`src/rtl/trig_capture_if.sv`:
```
// Head-of-queue handshake between trig_capture and its event consumer.
// The master side presents the stamp; the slave side accepts it.
interface trig_capture_if #(
    parameter int WIDTH = 8
);
    logic             out_valid;
    logic             out_ready;
    logic [WIDTH-1:0] out_stamp;

    modport master (output out_valid, output out_stamp, input out_ready);
    modport slave  (input out_valid, input out_stamp, output out_ready);
endinterface

```
`src/rtl/trig_capture.sv`:
```
// Timestamps pulses on one selected trigger bit with the counter value and
// queues them in a small FIFO with overflow/drop reporting.
module trig_capture #(
    parameter int WIDTH = 8,
    parameter int DEPTH = 4
) (
    input  logic                       clk,
    input  logic                       rst,
    input  logic [WIDTH-1:0]           trig_in,
    input  logic [WIDTH-1:0]           count_in,
    input  logic [$clog2(WIDTH)-1:0]   sel,
    input  logic                       arm,
    trig_capture_if.master             out_bus,
    output logic [$clog2(DEPTH):0]     fill,
    output logic                       ovf,
    output logic [WIDTH-1:0]           drop_cnt,
    input  logic                       clr_ovf
);
    localparam int AW = $clog2(DEPTH);
    localparam int SW = $clog2(WIDTH);

    logic [WIDTH-1:0] mem [DEPTH];
    logic [AW:0]      wr_ptr;
    logic [AW:0]      rd_ptr;
    logic             sel_ok;
    logic             event_hit;
    logic             empty;
    logic             full;
    logic             pop;
    logic             push;
    logic             drop;

    // Only a non-power-of-two WIDTH leaves sel codes that name no bit.
    generate
        if ((2 ** SW) > WIDTH) begin : g_sel_range
            assign sel_ok = (int'(sel) < WIDTH);
        end else begin : g_sel_full
            assign sel_ok = 1'b1;
        end
    endgenerate

    assign event_hit = arm & sel_ok & trig_in[sel];
    assign empty     = (wr_ptr == rd_ptr);
    assign full      = ((wr_ptr ^ rd_ptr) == {1'b1, {AW{1'b0}}});
    assign pop       = ~empty & out_bus.out_ready;
    // A pop on a full FIFO frees the slot the same-cycle push uses.
    assign push      = event_hit & (~full | pop);
    assign drop      = event_hit & full & ~pop;

    assign out_bus.out_valid = ~empty;
    assign out_bus.out_stamp = empty ? '0 : mem[rd_ptr[AW-1:0]];
    assign fill              = wr_ptr - rd_ptr;

    always_ff @(posedge clk) begin
        if (push) begin
            mem[wr_ptr[AW-1:0]] <= count_in;
        end
    end

    always_ff @(posedge clk or posedge rst) begin
        if (rst) begin
            wr_ptr <= '0;
            rd_ptr <= '0;
        end else begin
            if (push) begin
                wr_ptr <= wr_ptr + 1'b1;
            end
            if (pop) begin
                rd_ptr <= rd_ptr + 1'b1;
            end
        end
    end

    always_ff @(posedge clk or posedge rst) begin
        if (rst) begin
            ovf      <= 1'b0;
            drop_cnt <= '0;
        end else if (drop) begin
            ovf <= 1'b1;
            if (clr_ovf) begin
                drop_cnt <= {{(WIDTH-1){1'b0}}, 1'b1};
            end else if (drop_cnt != '1) begin
                drop_cnt <= drop_cnt + 1'b1;
            end
        end else if (clr_ovf) begin
            ovf      <= 1'b0;
            drop_cnt <= '0;
        end
    end
endmodule
```
`src/flat_wrapper.sv`:
```
// flat-port wrapper written by rule: the top's interface ports become plain ports
module trig_capture_flat 
#(
    parameter int WIDTH = 8,
    parameter int DEPTH = 4
)
  (clk, rst, trig_in, count_in, sel, arm, fill, ovf, drop_cnt, clr_ovf, out_bus_out_valid, out_bus_out_stamp, out_bus_out_ready);
  trig_capture_if #(.WIDTH(WIDTH)) out_bus_i ();
  input  logic clk;
  input  logic rst;
  input  logic [WIDTH-1:0] trig_in;
  input  logic [WIDTH-1:0] count_in;
  input  logic [$clog2(WIDTH)-1:0] sel;
  input  logic arm;
  output logic [$clog2(DEPTH):0] fill;
  output logic ovf;
  output logic [WIDTH-1:0] drop_cnt;
  input  logic clr_ovf;
  output wire logic [$bits(out_bus_i.out_valid)-1:0] out_bus_out_valid;
  output wire logic [$bits(out_bus_i.out_stamp)-1:0] out_bus_out_stamp;
  input wire logic [$bits(out_bus_i.out_ready)-1:0] out_bus_out_ready;
  assign out_bus_out_valid = out_bus_i.out_valid;
  assign out_bus_out_stamp = out_bus_i.out_stamp;
  assign out_bus_i.out_ready = out_bus_out_ready;
  trig_capture #(.WIDTH(WIDTH), .DEPTH(DEPTH)) u_core (.clk(clk), .rst(rst), .trig_in(trig_in), .count_in(count_in), .sel(sel), .arm(arm), .out_bus(out_bus_i), .fill(fill), .ovf(ovf), .drop_cnt(drop_cnt), .clr_ovf(clr_ovf));
endmodule
```
`config.mk`:
```
export PLATFORM = sky130hd
export DESIGN_NAME = trig_capture_flat
export DESIGN_NICKNAME = d
export VERILOG_FILES = /design/src/rtl/trig_capture_if.sv /design/src/rtl/trig_capture.sv /design/src/flat_wrapper.sv
export SDC_FILE = /design/constraint.sdc
export NUM_CORES = 1
export LEC_CHECK = 0
export ABC_AREA = 1
export BUFFER_PORTS_ARGS = -buffer_cell sky130_fd_sc_hd__clkbuf_2
export CAP_MARGIN = 25
export CELL_PAD_IN_SITES_DETAIL_PLACEMENT = 2
export CELL_PAD_IN_SITES_GLOBAL_PLACEMENT = 2
export CORE_ASPECT_RATIO = 0.9
export CORE_MARGIN = 8
export CORE_UTILIZATION = 30
export CTS_CLUSTER_DIAMETER = 60
export DETAILED_ROUTE_END_ITERATION = 7
export GPL_ROUTABILITY_DRIVEN = 0
export PLACE_DENSITY_LB_ADDON = 0.1
export SLEW_MARGIN = 20
export SYNTH_ARGS = -nofsm -noshare
export SYNTH_HDL_FRONTEND = slang
export SYNTH_SLANG_ARGS = --single-unit
```
`constraint.sdc`:
```
create_clock -name clk -period 2.08 [get_ports clk]
set_input_delay 0.416 -clock clk [delete_from_list [all_inputs] [get_ports clk]]
set_output_delay 0.416 -clock clk [all_outputs]
set_load 0.005 [all_outputs]
```
==> run metrics, run 1 <==
crit path kind flip-flop to output port; worst-path cell chain inv_2 -> ha_4 -> nand2_4 -> inv_4 -> nand2_4 -> clkinvlp_4 -> buf_6 -> a21oi_2 -> buf_2; most common cell in the synthesized netlist nor2_1; worst supply voltage drop on vdd 0.886 mV; Post-synth ARST share 0.319; RSZ-0062 raised after global routing true; final setup vio count 1; leading cell types by count after synthesis 46 x nor2_1, 43 x nand2_1, 32 x edfxtp_1, 27 x inv_1; Starting Density 0.312; remaining antenna violation count 0; achievable frequency 480 MHz; IO Count 45; library cells used by synthesis 25; cell with the largest stage delay on the worst path dfrtp_1; slew at the pin with the worst max-slew slack 0.628 ns; data required time of the worst path 1.66 ns; number of global-route vias before repair 2171; instance count of the mapped netlist 247; clock transition at the register clock pins on the worst setup and hold paths after CTS 0.09 ns; top cell type's share of synthesized area 0.407; Max Root-Sink Buffers 2; overall via count from detail_route 1911; commonest register cell after synthesis edfxtp_1; share of synthesized area occupied by flip-flops and latches 0.565; H-tree levels 2; Clock Root Buffer clkbuf_8; Syn Area/Cell 9.57 sq um; layout cell share with drive strength beyond 1 0.333; clock latency on the worst-skew pair 0.31 ns; PnR worst setup slack -0.00143 ns; global-route wire length before repair 11500 microns; post-synth design cell area 2360 sq um; Bufs and invs on worst path 5; final clock skew 0.00810 ns; total of buffers placed on input and output ports 44; yosys warns 0; core footprint 7580 sq um; maximum number of pins on one net before global-route repair 19; TritonCTS clock tree yes; Rel. slew slack 0.581; number of enable-type register cells in the synthesized netlist 32; final hold viol count 0; initial antenna violation count 0; final-stage net count 347; Antenna diodes 0; global-route congestion overflow total 0; Clock Sinks 47; crit share post-route 1.00; detailed-route wire length 7030 microns; Die ar. 11000 sq um; total nets after synthesis 280; PwrDens 1360 nW/um^2; failing checks setup timing; total half-perimeter wirelength after legalization and detailed placement 4980 microns; result of the run finished, violations left; final-layout setup total negative slack -0.00143 ns; startpoint type of the worst setup path flip-flop; iteration-0 DRC count of the detailed router 37; Cell Rows 30; leakage power 1.40 nW; FF+latch count, synth 47; CTS Buf Count 5; delay of the slowest cell on the worst path 0.40 ns; ranking of synthesized cells by area edfxtp_1 41%, dfrtp_1 16%, nor2_1 7.3%; area delta synth->final 30.1%; WL per Instance 17.1 microns; number of search-and-repair iterations in the first detailed-routing pass 4; max cap viols 0; fraction of the core area covered by cells at the end of the flow 0.405; Largest delay share family, worst path buffers and inverters; cell taking the most area after synthesis edfxtp_1; Hold Path Class primary input to asynchronous set/reset pin; critical path data arrival time 1.67 ns; crit path max fanout 5; drt via density 4.65; GRT Total Usage 0.135; Worst Setup End Kind output port; minimum clock period after layout 2.08 ns; max-slew violation count 0; die span in y 100 microns; number of DRC violations after detailed routing 0; width of the die 110 microns; Most Frequent Cell on Critical Path nand2_4
==> stage by stage <==
stage / cells / setup slack, ns / power (mW) / instance area (sq um) / hold WS, ns
CTS: 407 / -0.0299 / 4.10 / 3030 / 0.177
detailed placement: 393 / 0.0772 / 2.95 / 2770 / 0.472
global placement: 393 / 0.123 / 2.87 / 2770 / 0.468
floorplan: 247 / -0.0832 / 2.14 / 2360 / 0.317
finish: 411 / -0.00143 / 4.17 / 3070 / 0.161
global route: 411 / -0.0995 / 4.49 / 3070 / 0.207
==> placed cells by master (no fill, tap or decap), types with 2 or more instances in the layout <==
cell type,synthesis,final
buf_2,2,7
inv_2,2,4
o21ai_1,0,10
ha_1,8,6
dfrtp_1,15,14
clkbuf_8,0,5
nor2_1,46,46
and3_1,2,2
nand3_1,18,18
edfxtp_1,32,32
o21ai_0,18,5
a21oi_1,10,2
buf_6,0,2
xor2_1,5,5
xnor2_1,5,5
buf_4,0,19
inv_1,27,22
nand2_4,1,3
nand2_1,43,41
a21oi_2,0,8
clkinvlp_4,0,3
nor2_4,2,2
o21ai_2,0,3
ha_4,0,2
clkbuf_2,0,37
==> power by group <==
| part | switching (mW) | leakage [nW] | internal (mW) |
|---|---|---|---|
| sequential | 0.0916 | 0.485 | 1.15 |
| combinational | 1.21 | 0.862 | 1.02 |
| clock | 0.332 | 0.0548 | 0.362 |
==> logic make-up (layout without fill, tap and decap cells) <==
group                    after synthesis  count (layout)  synth area share
flip-flops                            47              47             0.565
XOR/XNOR                              11              11            0.0439
buffers and inverters                 35             103            0.0566
AO/OA/AOI/OAI                         29              29            0.0630
adder cells (fa/ha/maj)                9               9            0.0508
AND/OR/NAND/NOR                      116             116             0.220
==> registers in the layout, summed over array words and instances, names as in the netlist <==
signal	flops
u_core.mem	32
u_core.drop_cnt	8
u_core.rd_ptr	3
u_core.wr_ptr	3
u_core.ovf	1
==> cell type report <==
cell class / count / area, sq um
Fill cell: 847 / 4510
Sequential cell: 47 / 1340
Multi-Input combinational cell: 165 / 977
Timing Repair Buffer: 66 / 405
Tap cell: 96 / 120
Inverter: 29 / 119
Clock buffer: 5 / 68.8
Clock inverter: 3 / 46.3
==> metal layers <==
metal  global-route usage  wire (microns)  share of wire  vias up
met4               0.0405              79          0.011        0
met2                0.223            3420           0.49       28
met3               0.0288             292          0.042        8
li1                     -               -              -      934
met1                0.172            3240           0.46      941
met5                    0               0              0        -
==> path summary, 6_finish.rpt <==
check / slack (ns) / cells past startpoint / endpoint / startpoint
max reg2reg: 0.11 / 9 / u_core.mem[0][3] / u_core.rd_ptr[0]
max in group asynchronous: 1.48 / 2 / u_core.rd_ptr[0] / rst
max: -0.001 / 9 / out_bus_out_stamp[2] / u_core.wr_ptr[0]
min in group clk: 0.34 / 1 / u_core.mem[1][5] / count_in[5]
min reg2reg: 0.50 / 2 / u_core.ovf / u_core.ovf
min: 0.16 / 2 / u_core.wr_ptr[0] / rst
==> timing repair <==
| action | CTS | global route |
|---|---|---|
| resized for setup | 29 | 21 |
| endpoints found under the setup margin | 9 | 10 |
| hold buffers | 0 | 0 |
| setup buffers | 6 | 4 |
| pin swaps | 2 | 0 |
Power figures use the tool's default switching activity.
==> inputs of run 2 (changes only) <==
--- a/config.mk
+++ b/config.mk
@@ -17,6 +17,7 @@
 export DETAILED_ROUTE_END_ITERATION = 7
 export GPL_ROUTABILITY_DRIVEN = 0
 export PLACE_DENSITY_LB_ADDON = 0.1
+export SETUP_SLACK_MARGIN = 0.15
 export SLEW_MARGIN = 20
 export SYNTH_ARGS = -nofsm -noshare
 export SYNTH_HDL_FRONTEND = slang
==> run metrics, run 2 (synthesis gave the netlist of run 1 again) <==
slew at the pin with the worst max-slew slack 0.686 ns; final-stage net count 356; crit path kind flip-flop to output port; worst setup slack before clock tree synthesis 0.122 ns; H-tree levels 2; final setup vio count 49; maximum number of pins on one net before global-route repair 17; Clock Root Buffer clkbuf_8; max-slew violation count 0; final hold viol count 0; final-layout setup total negative slack -2.94 ns; most used cells in the layout excluding fill and tap cells 42 x nor2_1, 40 x nand2_1, 37 x clkbuf_2, 32 x edfxtp_1, 23 x inv_1; Worst Setup End Kind output port; cell area after layout 3310 sq um; Bufs and invs on worst path 4; Hold Path Class primary input to asynchronous set/reset pin; Largest delay share family, worst path flip-flops; core footprint 7580 sq um; crit path max fanout 3; Die ar. 11000 sq um; global-route congestion overflow total 0; area delta synth->final 40.0%; Placed Area 2790 sq um; delay of the slowest cell on the worst path 0.46 ns; WL per Instance 19.1 microns; detailed-route wire length 8030 microns; minimum clock period after layout 2.17 ns; startpoint type of the worst setup path flip-flop; data required time of the worst path 1.66 ns; leakage power 1.49 nW; Cell Rows 30; result of the run finished, violations left; Starting Density 0.312; worst supply voltage drop on vdd 0.781 mV; iteration-0 DRC count of the detailed router 64; GRT Total Usage 0.139; number of global-route vias before repair 2239; Clock Sinks 47; number of search-and-repair iterations in the first detailed-routing pass 3; PwrDens 1400 nW/um^2; drt via density 4.77; Max Root-Sink Buffers 2; total half-perimeter wirelength after legalization and detailed placement 5180 microns; overall via count from detail_route 2005; Rel. slew slack 0.542; critical path data arrival time 1.76 ns; width of the die 110 microns; global-route wire length before repair 11600 microns; TritonCTS clock tree yes; crit share post-route 1.04; RSZ-0062 raised after global routing true; failing checks setup timing; Most Frequent Cell on Critical Path nand2_4; clock transition at the register clock pins on the worst setup and hold paths after CTS 0.10 ns; IO Count 45; initial antenna violation count 0; die span in y 100 microns; CTS Buf Count 5; clock latency on the worst-skew pair 0.30 ns; Antenna diodes 0; achievable frequency 461 MHz; worst hold-check slack 0.183 ns; most frequent standard cell in the layout excluding fill and tap cells nor2_1; number of DRC violations after detailed routing 0; total of buffers placed on input and output ports 44; max reg flops 32; final clock skew 0.00413 ns; max cap viols 0; PnR worst setup slack -0.0910 ns; worst-path cell chain ha_4 -> nand2_4 -> inv_4 -> nand2_4 -> clkinvlp_4 -> buf_6 -> a21oi_2 -> buf_2; layout cell share with drive strength beyond 1 0.383; remaining antenna violation count 0; cell with the largest stage delay on the worst path dfrtp_2
run 2: cell count changes in the layout (fill, tap and decap cells not counted), sizes merged:
cell      before  now
clkinv         0    1
clkinvlp       3    1
inv           28   29
buf           29   38
run 2: worst register-to-register path: cells and delay by family (launching register included):
kind | cells | cell delay (ns)
adders and majority gates | 1 | 0.28
buffers and inverters | 7 | 0.76
DFF | 1 | 0.40
and+or+nand+nor | 4 | 0.47
run 2: final timing paths:
kind | from | slack, ns | cells past startpoint | end
min in group clk | count_in[0] | 0.33 | 1 | u_core.mem[2][0]
setup reg to reg | u_core.rd_ptr[1] | -0.08 | 12 | u_core.mem[3][7]
hold reg to reg | u_core.ovf | 0.49 | 2 | u_core.ovf
hold / removal | rst | 0.18 | 2 | u_core.rd_ptr[1]
setup / recovery | u_core.wr_ptr[1] | -0.09 | 8 | out_bus_out_stamp[6]
max in group asynchronous | rst | 1.42 | 2 | u_core.wr_ptr[1]
run 2: per-layer routing:
metal / global-route usage / share of wire
met1: 0.169 / 0.44
met2: 0.240 / 0.51
met3: 0.0282 / 0.032
met4: 0.0415 / 0.012
met5: 0 / 0
run 2: cell type report:
cell class              instances  area, sq um
fillers                       832         4270
clock buffers                   5         68.8
multi-input cells             165         1070
inverters                      29          118
clock inverters                 3         47.5
well taps                      96          120
flip-flops and latches         47         1340
repair buffers                 75          546
run 2: repair_timing:
action,in CTS,in global routing
endpoints found under the setup margin,11,51
hold buffers,0,0
pin swaps,3,4
resized for setup,20,47
endpoints found under the hold margin,0,0
gates cloned,0,0
setup buffers,9,10
run 2: metrics by stage:
| stage | instances | util | total power, mW |
|---|---|---|---|
| after global routing | 420 | 0.436 | 4.92 |
| final | 420 | 0.436 | 4.63 |
| after floorplan | 247 | - | 2.16 |
| after CTS | 410 | 0.403 | 4.10 |
| after global placement | 393 | 0.368 | 2.88 |
| after detailed placement | 393 | 0.368 | 2.97 |
run 2: power breakdown:
group / switching, mW / total [mW] / internal, mW
Clock: 0.346 / 0.711 / 0.365
Combinational: 1.39 / 2.65 / 1.27
Sequential: 0.115 / 1.27 / 1.15
==> inputs of run 3 (changes only) <==
--- a/config.mk
+++ b/config.mk
@@ -11,7 +11,7 @@
 export CELL_PAD_IN_SITES_DETAIL_PLACEMENT = 2
 export CELL_PAD_IN_SITES_GLOBAL_PLACEMENT = 2
 export CORE_ASPECT_RATIO = 0.9
-export CORE_MARGIN = 8
+export CORE_MARGIN = 2
 export CORE_UTILIZATION = 30
 export CTS_CLUSTER_DIAMETER = 60
 export DETAILED_ROUTE_END_ITERATION = 7
==> run metrics, run 3 (synthesis gave the netlist of run 1 again) <==
initial antenna violation count 0; achievable frequency 475 MHz; Hold Path Class primary input to asynchronous set/reset pin; H-tree levels 2; die span in y 88.2 microns; Rel. slew slack 0.600; number of search-and-repair iterations in the first detailed-routing pass 4; GRT Total Usage 0.157; crit path kind flip-flop to output port; grt met3 use 0.0335; Clock Sinks 47; leakage power 1.42 nW; number of global-route vias before repair 2013; final hold viol count 0; cell area after layout 3120 sq um; drt via density 4.67; Starting Density 0.312; maximum number of pins on one net before global-route repair 19; logic depth of the worst register-to-register path 9; WL per Instance 16.4 microns; number of DRC violations after detailed routing 0; startpoint type of the worst setup path flip-flop; Die ar. 8610 sq um; Cell Rows 30; non-filler cells in the finished layout 410; crit path max fanout 8; crit share post-route 1.01; critical path data arrival time 1.69 ns; Worst Setup End Kind output port; most used cells in the layout excluding fill and tap cells 42 x nor2_1, 41 x nand2_1, 39 x clkbuf_2, 32 x edfxtp_1, 23 x inv_1; IO Count 45; clock transition at the register clock pins on the worst setup and hold paths after CTS 0.09 ns; Final Total Pwr 4.20 mW; PnR worst setup slack -0.0236 ns; remaining antenna violation count 0; most frequent standard cell in the layout excluding fill and tap cells nor2_1; total half-perimeter wirelength after legalization and detailed placement 4580 microns; detailed-route wire length 6740 microns; global-route wire length before repair 10400 microns; Clock Root Buffer clkbuf_8; final-stage net count 346; max reg flops 32; Max Root-Sink Buffers 2; worst hold-check slack 0.148 ns; final clock skew 0.00880 ns; failing checks setup timing; global-route congestion overflow total 0; result of the run finished, violations left; clock latency on the worst-skew pair 0.31 ns; grt met1 use 0.214; Antenna diodes 0; worst setup slack before clock tree synthesis 0.0642 ns; width of the die 97.6 microns; CTS Buf Count 5; final-layout setup total negative slack -0.112 ns; total of buffers placed on input and output ports 44; layout cell share with drive strength beyond 1 0.338; area delta synth->final 31.9%; core footprint 7580 sq um; slew at the pin with the worst max-slew slack 0.600 ns; hold-fix buffer count after cts 0; minimum clock period after layout 2.10 ns; global routing met2 resource utilization 0.260; worst supply voltage drop on vdd 0.855 mV; max-slew violation count 0; overall via count from detail_route 1913; instance count after placement with tap cells included 392; final setup vio count 8; iteration-0 DRC count of the detailed router 56; max cap viols 0; data required time of the worst path 1.66 ns; PwrDens 1350 nW/um^2; TritonCTS clock tree yes; fraction of the core area covered by cells at the end of the flow 0.411; Placed Area 2770 sq um; highest-utilization routing layer at the global route stage met2; RSZ-0062 raised after global routing true
## run 3: cell count changes in the layout (fill, tap and decap cells not counted), sizes merged
cell	previous run	this run
clkbuf	42	44
buf	38	26
## run 3: power breakdown
| group | leakage (nW) | switching (mW) | internal (mW) |
|---|---|---|---|
| combinational | 0.873 | 1.21 | 1.03 |
| sequential | 0.485 | 0.0976 | 1.15 |
| clock | 0.0587 | 0.336 | 0.365 |
| total | 1.42 | 1.64 | 2.55 |
## run 3: per-layer routing
layer / wire length (microns) / vias to the layer above
met5: 0 / -
met4: 67 / 0
met3: 272 / 5
met2: 3240 / 29
met1: 3160 / 942
li1: - / 937
## run 3: final cells by class
| type | count | area, sq um |
|---|---|---|
| Sequential cell | 47 | 1340 |
| Timing Repair Buffer | 65 | 432 |
| Clock inverter | 3 | 47.5 |
| Multi-Input combinational cell | 165 | 997 |
| Tap cell | 96 | 120 |
| Inverter | 29 | 115 |
| Fill cell | 845 | 4460 |
| Clock buffer | 5 | 68.8 |
## run 3: what timing repair did
action,CTS,global route
setup buffers,5,6
endpoints found under the setup margin,11,35
pin swaps,2,3
gates resized for setup,21,29
## run 3: final timing paths
kind / from / end / slack (ns)
max reg2reg: u_core.rd_ptr[0] / u_core.mem[0][2] / 0.22
max: u_core.wr_ptr[0] / out_bus_out_stamp[3] / -0.02
min: rst / u_core.wr_ptr[1] / 0.15
min reg2reg: u_core.ovf / u_core.ovf / 0.50
max in group asynchronous: rst / u_core.rd_ptr[0] / 1.51
min in group clk: count_in[1] / u_core.mem[1][1] / 0.33
## run 3: critical path, stage by stage (launching register included)
cell and delay [ns]:
dfrtp_1 0.41, inv_2 0.09, ha_4 0.22, nand2_4 0.08, inv_4 0.04, nand2_4 0.07, clkinvlp_4 0.10, buf_12 0.16
a21oi_2 0.10, buf_2 0.12
